**src/rtl/keypad_pkg.sv**
```systemverilog
// Keypad definitions shared by the number-entry datapath: keycodes, entry FSM
// states and the accumulator sizing helper.
package keypad_pkg;

    localparam logic [3:0] KEY_ENTER = 4'hA;
    localparam logic [3:0] KEY_BKSP  = 4'hB;
    localparam logic [3:0] KEY_CLR   = 4'hC;
    localparam logic [3:0] KEY_SIGN  = 4'hD;

    typedef enum logic [1:0] {
        ENTRY   = 2'd0,
        CONVERT = 2'd1,
        HOLD    = 2'd2
    } entry_state_t;

    // Bits needed to hold 10^nd - 1 without wrapping.
    function automatic int acc_width(input int nd);
        longint p;
        p = 64'd1;
        for (int i = 0; i < nd; i++) begin
            p = p * 64'd10;
        end
        return $clog2(p);
    endfunction

endpackage

```
**src/rtl/bcd_horner_step.sv**
```systemverilog
// One Horner step of BCD-to-binary conversion: acc_o = acc_i * 10 + digit_i.
module bcd_horner_step #(
    parameter int ACC_W = 10
) (
    input  logic [ACC_W-1:0] acc_i,
    input  logic [3:0]       digit_i,
    output logic [ACC_W-1:0] acc_o
);

    // x*10 = x*8 + x*2; the caller sizes ACC_W so the true result never wraps.
    assign acc_o = (acc_i << 3) + (acc_i << 1) + ACC_W'(digit_i);

endmodule

```
**src/rtl/digit_entry_buffer.sv**
```systemverilog
// Keypad multi-digit signed number entry: BCD buffer with edit keys, then a
// digit-serial conversion to a saturated two's-complement value on valid/ready.
module digit_entry_buffer
    import keypad_pkg::*;
#(
    parameter int NDIGITS = 3,
    parameter int VAL_W   = 12,
    parameter int CNT_W   = $clog2(NDIGITS + 1)
) (
    input  logic                   clk,
    input  logic                   nrst,
    input  logic                   keystrobe,
    input  logic [3:0]             keycode,
    output logic                   isdig,
    output logic [4*NDIGITS-1:0]   digits,
    output logic [CNT_W-1:0]       count,
    output logic                   neg,
    output logic                   busy,
    output logic [VAL_W-1:0]       value,
    output logic                   ovf,
    output logic                   value_valid,
    input  logic                   value_ready
);

    localparam int               ACC_W = acc_width(NDIGITS);
    localparam int               MAG_W = ((ACC_W > VAL_W) ? ACC_W : VAL_W) + 1;
    localparam logic [CNT_W-1:0] FULL  = CNT_W'(NDIGITS);

    entry_state_t         state_q, state_d;
    logic [4*NDIGITS-1:0] digits_q, digits_d;
    logic [CNT_W-1:0]     count_q, count_d;
    logic                 neg_q, neg_d;
    logic [ACC_W-1:0]     acc_q, acc_d;
    logic [CNT_W-1:0]     idx_q, idx_d;
    logic                 last_q, last_d;
    logic [VAL_W-1:0]     value_q, value_d;
    logic                 ovf_q, ovf_d;

    logic [3:0]           digit_sel;
    logic [ACC_W-1:0]     acc_step;

    // Returns {ovf, value}. Negative side may reach -2^(VAL_W-1); positive
    // side stops at 2^(VAL_W-1)-1. A zero magnitude stays zero when negated.
    function automatic logic [VAL_W:0] saturate(input logic [ACC_W-1:0] mag,
                                                input logic             sgn);
        logic [MAG_W-1:0]        mag_w;
        logic [MAG_W-1:0]        lim;
        logic signed [VAL_W-1:0] res;
        logic                    sat;
        mag_w          = MAG_W'(mag);
        lim            = '0;
        lim[VAL_W-1]   = 1'b1;
        if (!sgn) begin
            lim = lim - MAG_W'(1);
        end
        sat = (mag_w > lim);
        res = sat ? lim[VAL_W-1:0] : mag_w[VAL_W-1:0];
        if (sgn) begin
            res = -res;
        end
        return {sat, res};
    endfunction

    assign isdig = keystrobe && (keycode < 4'd10);

    always_comb begin
        digit_sel = '0;
        for (int i = 0; i < NDIGITS; i++) begin
            if (idx_q == CNT_W'(i)) begin
                digit_sel = digits_q[4*i +: 4];
            end
        end
    end

    bcd_horner_step #(
        .ACC_W (ACC_W)
    ) u_horner (
        .acc_i   (acc_q),
        .digit_i (digit_sel),
        .acc_o   (acc_step)
    );

    always_ff @(posedge clk or negedge nrst) begin
        if (!nrst) begin
            state_q  <= ENTRY;
            digits_q <= '0;
            count_q  <= '0;
            neg_q    <= 1'b0;
            acc_q    <= '0;
            idx_q    <= '0;
            last_q   <= 1'b0;
            value_q  <= '0;
            ovf_q    <= 1'b0;
        end else begin
            state_q  <= state_d;
            digits_q <= digits_d;
            count_q  <= count_d;
            neg_q    <= neg_d;
            acc_q    <= acc_d;
            idx_q    <= idx_d;
            last_q   <= last_d;
            value_q  <= value_d;
            ovf_q    <= ovf_d;
        end
    end

    always_comb begin
        state_d  = state_q;
        digits_d = digits_q;
        count_d  = count_q;
        neg_d    = neg_q;
        acc_d    = acc_q;
        idx_d    = idx_q;
        last_d   = last_q;
        value_d  = value_q;
        ovf_d    = ovf_q;

        case (state_q)
            ENTRY: begin
                if (keystrobe) begin
                    if (isdig) begin
                        if (count_q < FULL) begin
                            for (int i = NDIGITS - 1; i > 0; i--) begin
                                digits_d[4*i +: 4] = digits_q[4*(i-1) +: 4];
                            end
                            digits_d[3:0] = keycode;
                            count_d       = count_q + CNT_W'(1);
                        end
                    end else begin
                        case (keycode)
                            KEY_ENTER: begin
                                if (count_q != '0) begin
                                    acc_d   = '0;
                                    idx_d   = count_q - CNT_W'(1);
                                    last_d  = 1'b0;
                                    state_d = CONVERT;
                                end
                            end
                            KEY_BKSP: begin
                                if (count_q != '0) begin
                                    for (int i = 0; i < NDIGITS - 1; i++) begin
                                        digits_d[4*i +: 4] = digits_q[4*(i+1) +: 4];
                                    end
                                    digits_d[4*NDIGITS-1 -: 4] = 4'd0;
                                    count_d = count_q - CNT_W'(1);
                                end
                            end
                            KEY_CLR: begin
                                digits_d = '0;
                                count_d  = '0;
                                neg_d    = 1'b0;
                            end
                            KEY_SIGN: begin
                                neg_d = ~neg_q;
                            end
                            default: ;
                        endcase
                    end
                end
            end

            // After the last digit is folded in, one extra cycle applies the
            // sign and saturation so the limit compare sits off the adder path.
            CONVERT: begin
                if (last_q) begin
                    {ovf_d, value_d} = saturate(acc_q, neg_q);
                    state_d          = HOLD;
                end else begin
                    acc_d = acc_step;
                    if (idx_q == '0) begin
                        last_d = 1'b1;
                    end else begin
                        idx_d = idx_q - CNT_W'(1);
                    end
                end
            end

            HOLD: begin
                if (value_ready) begin
                    digits_d = '0;
                    count_d  = '0;
                    neg_d    = 1'b0;
                    state_d  = ENTRY;
                end
            end

            default: state_d = ENTRY;
        endcase
    end

    assign digits      = digits_q;
    assign count       = count_q;
    assign neg         = neg_q;
    assign busy        = (state_q != ENTRY);
    assign value       = value_q;
    assign ovf         = ovf_q;
    assign value_valid = (state_q == HOLD);

endmodule

```
**config.mk**
```make
export PLATFORM = sky130hd
export DESIGN_NAME = digit_entry_buffer
export DESIGN_NICKNAME = d
export VERILOG_FILES = /design/src/rtl/keypad_pkg.sv /design/src/rtl/bcd_horner_step.sv /design/src/rtl/digit_entry_buffer.sv
export SDC_FILE = /design/constraint.sdc
export NUM_CORES = 1
export LEC_CHECK = 0
export ABC_AREA = 0
export BUFFER_PORTS_ARGS = -buffer_cell sky130_fd_sc_hd__buf_2
export CORE_ASPECT_RATIO = 0.9
export CORE_MARGIN = 2
export CORE_UTILIZATION = 45
export CTS_BUF_LIST = sky130_fd_sc_hd__clkbuf_16
export CTS_CLUSTER_DIAMETER = 200
export CTS_CLUSTER_SIZE = 20
export DETAILED_ROUTE_END_ITERATION = 8
export GPL_TIMING_DRIVEN = 0
export SETUP_SLACK_MARGIN = 0.1
export SYNTH_ARGS = -nofsm -noshare
export SYNTH_HDL_FRONTEND = slang
export SYNTH_HIERARCHICAL = 1
export SYNTH_SLANG_ARGS = --single-unit
```
**constraint.sdc**
```tcl
create_clock -name clk -period 3.45 [get_ports clk]
set_input_delay 0.1725 -clock clk [delete_from_list [all_inputs] [get_ports clk]]
set_output_delay 0.1725 -clock clk [all_outputs]
set_load 0.05 [all_outputs]
```
==> results of run 1 <==
flip-flops by register name (all words and copies together), names as in the netlist:
| register | flops |
|---|---|
| digits | 12 |
| value | 12 |
| acc_q | 10 |
| count | 2 |
| idx_q | 2 |
| state_q | 2 |
| last_q | 1 |
| neg | 1 |
| ovf | 1 |
final cells by class:
cell class | instances | area, um2
Buffer | 15 | 71.32
Clock buffer | 5 | 125.1
Clock inverter | 3 | 23.77
Fill cell | 568 | 2815
Inverter | 34 | 127.6
Multi-Input combinational cell | 212 | 1577
Sequential cell | 43 | 1076
Tap cell | 87 | 108.9
Timing Repair Buffer | 38 | 190.2
critical path: stages (launching register included):
cell and delay [ps]:
dfrtp_1 430, inv_1 120, ha_2 270, nand2_1 70, nor2_1 90, a211oi_1 50
a21oi_1 110, inv_1 60, fa_1 480, inv_1 70, fa_1 470, a21oi_2 180
o211ai_2 110, a21oi_2 150, xnor2_1 120, nand2_1 70, mux2i_1 130
cells by family after synthesis:
logic type               share of synthesized area
AO/OA/AOI/OAI                               0.1753
XOR/XNOR                                   0.04921
adder cells (fa/ha/maj)                     0.1019
buffers and inverters                      0.06942
flip-flops                                  0.3779
multiplexers                               0.09271
AND/OR/NAND/NOR                             0.1336
routing by layer:
| metal | track usage | share of wire |
|---|---|---|
| met4 | 0.05538 | 0.0088 |
| met2 | 0.2894 | 0.42 |
| met5 | 0 | 0 |
| met3 | 0.03516 | 0.037 |
| met1 | 0.3062 | 0.54 |
power by group:
group	internal (mW)	total [mW]	switching (mW)
sequential	0.695	0.875	0.180
combinational	0.640	1.83	1.19
clock	0.271	0.473	0.203
total	1.61	3.18	1.57
worst max-delay path by stage:
| stage | endpoint | start |
|---|---|---|
| floorplan | acc_q[8]$_DFFE_PN0P_ | idx_q[0]$_DFFE_PN0P_ |
| global placement | acc_q[8]$_DFFE_PN0P_ | idx_q[0]$_DFFE_PN0P_ |
| detailed placement | acc_q[8]$_DFFE_PN0P_ | idx_q[0]$_DFFE_PN0P_ |
| CTS | acc_q[8]$_DFFE_PN0P_ | idx_q[0]$_DFFE_PN0P_ |
| global route | acc_q[8]$_DFFE_PN0P_ | idx_q[0]$_DFFE_PN0P_ |
| finish | acc_q[8]$_DFFE_PN0P_ | idx_q[0]$_DFFE_PN0P_ |
placed cells by master (no fill, tap or decap), drive strengths merged, types with 2 or more instances in the layout:
| cell type | synthesis | layout |
|---|---|---|
| ha | 20 | 20 |
| inv | 34 | 35 |
| a31oi | 2 | 2 |
| and2 | 3 | 3 |
| or3 | 3 | 3 |
| o21ai | 29 | 29 |
| nor2 | 7 | 7 |
| nand2b | 3 | 3 |
| nor4bb | 3 | 3 |
| mux2i | 23 | 23 |
| nor3 | 2 | 2 |
| o21a | 2 | 2 |
| buf | 5 | 43 |
| clkbuf | 10 | 15 |
| a211oi | 12 | 12 |
| nor2b | 4 | 4 |
| clkinvlp | 0 | 2 |
| a21oi | 11 | 11 |
| o31ai | 5 | 5 |
| nand2 | 32 | 32 |
| xnor2 | 13 | 13 |
| a2bb2oi | 2 | 2 |
| xor2 | 3 | 3 |
| and3 | 8 | 8 |
| dfrtp | 43 | 43 |
| o41ai | 2 | 2 |
| a21o | 2 | 2 |
| fa | 2 | 2 |
| nand3 | 5 | 5 |
| mux2 | 3 | 3 |
timing repair:
action	4_1_cts	5_1_grt
gates resized for setup	0	3
setup endpoints to repair	0	1
hold buffers	0	0
per-stage QoR:
step,hold slack [ps],setup WS (ps)
floorplan,-123.1,621.0
global placement,388.3,394.3
detailed placement,386.6,351.8
CTS,75.06,316.5
global route,136.7,89.41
finish,55.81,402.2
==> metrics.txt, run 1 <==
Netlist Area Pre-Place roughly 0.0028 mm2; crit path kind reg2reg; CP Launch Type flip-flop; Core Region around 0.0061 mm2; die area between 0.006 and 0.007 mm2; wire per inst approximately 15 um; crit path capture type flip-flop; initial antenna violation count 0; Clock Pin Slew Worst Setup and Hold Paths around 60 ps; total track usage 0.2007; WP data arrival 3260 ps; final wirelength between 6000 and 7000 um; clock latency on the worst-skew pair 280 ps; pwr dens between 900 and 1000 mW/mm2; # diodes 0; RSZ-0062 raised after global routing false; Initial Utilization 0.4657; Area Growth Syn to Fin 15.86%; Worst Max-Slew Pin Slew ~1000 ps; CTS tree done; Root Buffer clkbuf_16; ratio of final minimum period to clock period 0.8834; Final Hold Vio Count 0; DR vias/cell a little over 5; Setup TNS 0 ps; Initial DRC Count roughly 120; number of flops mapped to enable cells by yosys 0; Post-DP HPWL approximately 4700 um; final setup fails 0; total CTS buffers 5; top cell type's share of synthesized area 0.3779; Nets between 300 and 400; cell leakage power ~1.6 nW; Peak VDD IR 0.4520 mV; syn_nets 334; Synth Area per Inst between 9 and 10 um2; min Tclk post-route 3048 ps; Synthesis Warnings 6; fmax between 300 and 400 MHz; reg2reg setup slack between 400 and 500 ps; layout cell share with drive strength beyond 1 0.1771; Yosys reg bits between 40 and 50; max-cap violations 0; Crit Path Max Fanout 6; Placed Cells 429; final antenna-violating net count 0; area leader, netlist dfrtp_1; first-pass GRT wire length approximately 11,000 um; Worst R2R End acc_q[8]$_DFFE_PN0P_; IO Pins 39; fin cells about 440; count of cell types in the netlist 48; Hold Path Class in2async; Die W between 80 and 90 um; outcome finished, final reports clean; most common cell in the synthesized netlist dfrtp_1; share of flip-flops with an asynchronous set or reset 1.000; GR Overflow Total 0; placer congestion estimate about 0.8; H-tree depth 2; Finished Cell Area about 0.0033 mm2; Final Util 0.5396; via count 2,272; Synth Flop Type dfrtp_1; Slew Viols, Final 0; clk buf depth 2; synthesized instance count approximately 300; Final Skew around 5.4 ps; pin count of the biggest net entering global routing 44; Worst R2R Start idx_q[0]$_DFFE_PN0P_; port bufs 38; Post-synth top cells dfrtp_1 (43), inv_1 (34), nand2_1 (32); Post-CTS Setup Bufs 0; DR pass1 iterations 5; Area after DPL approximately 0.0031 mm2; site row count 27; chip height around 79 um; R2R depth 16; relative slew slack 0.3322; Tot Pwr 3.176 mW; clk sinks 43; sequential area share after synthesis 0.3779; WP data required roughly 3700 ps; DRC viols 0; Area contributors post-synth dfrtp_1 (38%), ha_1 (8.8%), mux2i_1 (8.1%); vias in the first global route 2,220
Note: power is estimated with default switching activity, not from simulation.
==> inputs of run 2 (changes only) <==
Settings changed: CELL_PAD_IN_SITES_DETAIL_PLACEMENT set to 1, CELL_PAD_IN_SITES_GLOBAL_PLACEMENT set to 2, CORE_UTILIZATION 45 to 36, PLACE_DENSITY_LB_ADDON set to 0.1.
==> run 2 against run 1 <==
  * Clock power shrank 4.7%
  * Sequential power up 2%
  * Design area rose by 0.30%
  * Register-to-register slack worse by 30 ps
  * Fmax is 0.96% lower
  * Utilization down 11 points
  * Die area up 24%
  * Clock-buffer cell count unchanged
  * Via count grew 1.1%
  * Critical endpoint unchanged
  * Largest cell class unchanged
==> metrics.txt, run 2 (same netlist as run 1, synthesis figures left out) <==
Initial Utilization 0.3737; ratio of final minimum period to clock period 0.8920; total track usage 0.1833; most frequent cells in the layout dfrtp_1 (42), buf_2 (41), inv_1 (33); first-pass GRT wire length around 12,000 um; final antenna-violating net count 0; Hold Path Class in2async; # diodes 0; Worst Max-Slew Pin Slew roughly 1000 ps; final wirelength around 7500 um; max-cap violations 0; CP Launch Type flip-flop; CTS tree done; via count 2,297; final setup fails 0; fmax approximately 320 MHz; RSZ-0062 raised after global routing false; clk buf depth 2; Setup TNS 0 ps; min Tclk post-route approximately 3100 ps; GR Overflow Total 0; clock latency on the worst-skew pair 280 ps; chip height roughly 88 um; crit-path most repeated cell inv_1; DR pass1 iterations 4; clk sinks 43; Root Buffer clkbuf_16; site row count 30; H-tree depth 2; vias in the first global route about 2,200; Nets between 300 and 400; port bufs 38; Peak VDD IR around 0.40 mV; wire per inst about 17 um; commonest non-fill, non-tap cell in the layout dfrtp_1; Hold Slack a little over 60 ps; pwr dens between 900 and 1000 mW/mm2; layout cell share with drive strength beyond 1 0.1805; cell leakage power ~1.6 nW; CP cell instances inv_1 -> ha_1 -> buf_2 -> nor2_1 -> a211oi_1 -> a21oi_1 -> inv_1 -> fa_1 -> inv_1 -> fa_2 -> a21oi_2 -> o211ai_2 -> a21oi_2 -> xnor2_1 -> nand2_1 -> mux2i_1; die area between 0.008 and 0.009 mm2; crit path capture type flip-flop; Initial DRC Count 80; DR vias/cell 5.162; CP max-delay cell fa_1; Clock Pin Slew Worst Setup and Hold Paths ~60 ps; total CTS buffers 5; Area Growth Syn to Fin 16.21%; Post-CTS Setup Bufs 0; Slew Viols, Final 0; relative slew slack 0.3341; pin count of the biggest net entering global routing 44; outcome finished, final reports clean; Final Skew approximately 3.8 ps; IO Pins 39; CP peak stage delay between 400 and 500 ps; DRC viols 0; Post-DP HPWL approximately 5700 um; Worst R2R Start idx_q[1]$_DFFE_PN0P_; Setup crit start idx_q[1]$_DFFE_PN0P_; Crit Path Max Fanout 8; WP data arrival 3280 ps; Die W about 98 um; Final Hold Vio Count 0; initial antenna violation count 0; crit path kind reg2reg; Core Region ~0.0076 mm2; placer congestion estimate around 0.82; WP data required between 3000 and 4000 ps
[run 2: final timing paths]
kind	slack, ps	cells after the start	end
setup / recovery	370	16	acc_q[8]$_DFFE_PN0P_
hold / removal	60	1	digits[10]$_DFFE_PN0P_
setup reg to reg	370	16	acc_q[8]$_DFFE_PN0P_
hold reg to reg	470	2	value[5]$_DFFE_PN0P_
max in group asynchronous	2710	1	idx_q[0]$_DFFE_PN0P_
min in group clk	140	2	state_q[1]$_DFFE_PN0P_
[run 2: report_power, final]
group	internal (mW)	switching (mW)
sequential	0.696	0.194
clock	0.261	0.191
combinational	0.650	1.23
[run 2: critical path, delay by kind of cell, from the launching register on]
| family | cells | cell delay, ps |
|---|---|---|
| flip-flops | 1 | 350 |
| XOR/XNOR | 1 | 120 |
| AND/OR/NAND/NOR | 2 | 180 |
| adder cells (fa/ha/maj) | 3 | 1100 |
| multiplexers | 1 | 150 |
| AO/OA/AOI/OAI | 5 | 680 |
| buffers and inverters | 4 | 410 |
[run 2: stage by stage]
step	area (um2)	cells	setup WS, ps	utilization	power [mW]
after floorplan	2848	304	621.0	-	2.294
after global placement	3158	438	326.7	0.4145	2.724
after detailed placement	3158	438	259.8	0.4145	2.760
after CTS	3292	445	240.5	0.4320	3.227
after global routing	3309	445	107.1	0.4343	3.471
final	3309	445	372.6	0.4343	3.217
[run 2: cell type report]
| cell class | instances | area, um2 |
|---|---|---|
| plain buffers | 15 | 71.32 |
| clock buffers | 5 | 125.1 |
| clock inverters | 2 | 8.758 |
| fillers | 907 | 4310 |
| inverters | 34 | 127.6 |
| multi-input cells | 212 | 1589 |
| flip-flops and latches | 43 | 1077 |
| well taps | 96 | 120.1 |
| repair buffers | 38 | 190.2 |
[run 2: what timing repair did]
item	4_1_cts	5_1_grt
gates resized for setup	0	8
endpoints found under the setup margin	0	4
hold buffers	0	0
[run 2: per-layer routing]
layer  wire length, um  global-route usage  vias to the layer above
met5                 0                   0                        -
met4                31             0.03409                        0
met3               318             0.03791                        2
met2              3011              0.2539                       46
met1              4166              0.2926                     1099
li1                  -                   -                     1150
==> inputs of run 3 (changes only) <==
Settings changed: CORE_UTILIZATION 36 to 25.
==> run 3 against run 2 <==
  * Die area increased by 42%
  * Register-to-register slack improved by 40 ps
  * Via count decreased by 0.30%
  * Global-route usage decreased by 4.6 points
  * Clock skew increased by 3.9 ps
  * Sequential cell count unchanged
  * Setup slack improved by 39 ps
  * Fmax increased by 1.3%
  * Critical path type unchanged
  * Critical endpoint unchanged
==> metrics.txt, run 3 (same netlist as run 1, synthesis figures left out) <==
relative slew slack 0.2947; crit-path most repeated cell inv_1; WP buf/inv 3; cell leakage power between 1.5 and 2 nW; CP Launch Type flip-flop; Fill cells roughly 1,300; H-tree depth 2; pin count of the biggest net entering global routing 44; commonest non-fill, non-tap cell in the layout dfrtp_1; total CTS buffers 5; Seq pwr share 0.274; Gate power share 0.574; DR vias/cell between 4 and 5; Multi-input gate area 0.001577 mm2; RSZ-0062 raised after global routing false; total track usage 0.1378; ratio of final minimum period to clock period 0.8808; clk sinks 43; crit path capture type flip-flop; WP data required about 3700 ps; Hold Slack slightly below 80 ps; Crit Path Max Fanout 6; Setup crit start idx_q[0]$_DFFE_PN0P_; Final Hold Vio Count 0; via count around 2,300; Initial Utilization 0.2602; clock latency on the worst-skew pair 290 ps; cts hold-fix bufs 0; CP peak stage delay 470 ps; WP data arrival 3250 ps; port bufs 38; Die W ~120 um; final wirelength approximately 7800 um; Area Growth Syn to Fin 18.72%; die area ~0.012 mm2; GR Overflow Total 0; Int Power roughly 1.6 mW; Placed Cells 494; Top delay family on crit path adder cells; final setup fails 0; Post-DP HPWL ~6000 um; wire per inst around 16 um; outcome finished, final reports clean; pwr dens roughly 950 mW/mm2; chip height 105.3 um; first-pass GRT wire length between 10,000 and 15,000 um; CP max-delay cell fa_1; Slew Viols, Final 0; most frequent cells in the layout dfrtp_1 (43), buf_2 (40), inv_1 (34); CTS tree done; DR pass1 iterations 4; register area 0.001076 mm2; Core Region around 0.011 mm2; final antenna-violating net count 0; Nets between 300 and 400; Setup TNS 0 ps; Root Buffer clkbuf_16; crit path kind reg2reg; layout cell share with drive strength beyond 1 0.1771; Switching Share 0.5018; fmax around 330 MHz; Peak VDD IR about 0.24 mV; clk buf depth 2; Initial DRC Count 99; initial antenna violation count 0; max-cap violations 0; Worst Max-Slew Pin Slew roughly 1100 ps; Final Skew between 7 and 8 ps; # diodes 0; DRC viols 0; min Tclk post-route 3039 ps; Finished Cell Area 0.003381 mm2; Clk pwr share 0.152; P_sw 1.618 mW; CP cell instances inv_1 -> ha_2 -> nand2_1 -> nor2_1 -> a211oi_1 -> a21oi_1 -> inv_1 -> fa_1 -> inv_1 -> fa_1 -> a21oi_2 -> o211ai_2 -> a21oi_2 -> xnor2_1 -> nand2_1 -> mux2i_1; IO Pins 39; Worst R2R Start idx_q[0]$_DFFE_PN0P_; placer congestion estimate 0.7254; Final Util 0.3089; Area after DPL ~0.0032 mm2; vias in the first global route 2,441; site row count 36; Hold Path Class in2async; Clock Pin Slew Worst Setup and Hold Paths roughly 70 ps; fin cells 502
==> run 3: layer usage <==
layer  vias up  part of all wire  global-route usage
li1       1148                 -                   -
met3         6             0.028             0.02588
met2        27              0.40              0.1927
met1      1109              0.57              0.2174
met5         -                 0                   0
met4         0            0.0081             0.02806
==> run 3: area by class of cell <==
class | instances | share of cell area
clock inverter | 3 | 0.007032
timing repair buffer | 38 | 0.05625
sequential | 43 | 0.3183
buffer | 15 | 0.02110
clock buffer | 5 | 0.03701
tap | 152 | 0.05625
inverter | 34 | 0.03775
multi-input combinational | 212 | 0.4663
==> run 3: worst paths after layout <==
path,end,slack [ps],cells past startpoint
setup / recovery,acc_q[8]$_DFFE_PN0P_,410,16
hold / removal,digits[11]$_DFFE_PN0P_,80,1
setup reg to reg,acc_q[8]$_DFFE_PN0P_,410,16
hold reg to reg,value[10]$_DFFE_PN0P_,470,2
max in group asynchronous,acc_q[9]$_DFFE_PN0P_,2720,1
min in group clk,state_q[1]$_DFFE_PN0P_,140,2
==> run 3: per-stage QoR <==
step	total power [mW]	setup WS [ps]
3_5_place_dp	2.762	327.4
3_3_place_gp	2.756	328.8
5_1_grt	3.512	152.5
6_report	3.224	411.3
2_1_floorplan	2.294	621.0
4_1_cts	3.273	302.2
==> run 3: timing repair <==
action,CTS,global route
gates resized for setup,0,3
buffers inserted,0,0
endpoints found under the setup margin,0,4
==> run 3: power groups by stage <==
stage	clock network [mW]	logic (mW)	registers [mW]
floorplan	0	1.01	1.28
global route	0.525	2.07	0.919
global placement	0	1.86	0.899
finish	0.489	1.85	0.885
CTS	0.509	1.87	0.894
detailed placement	0	1.86	0.902
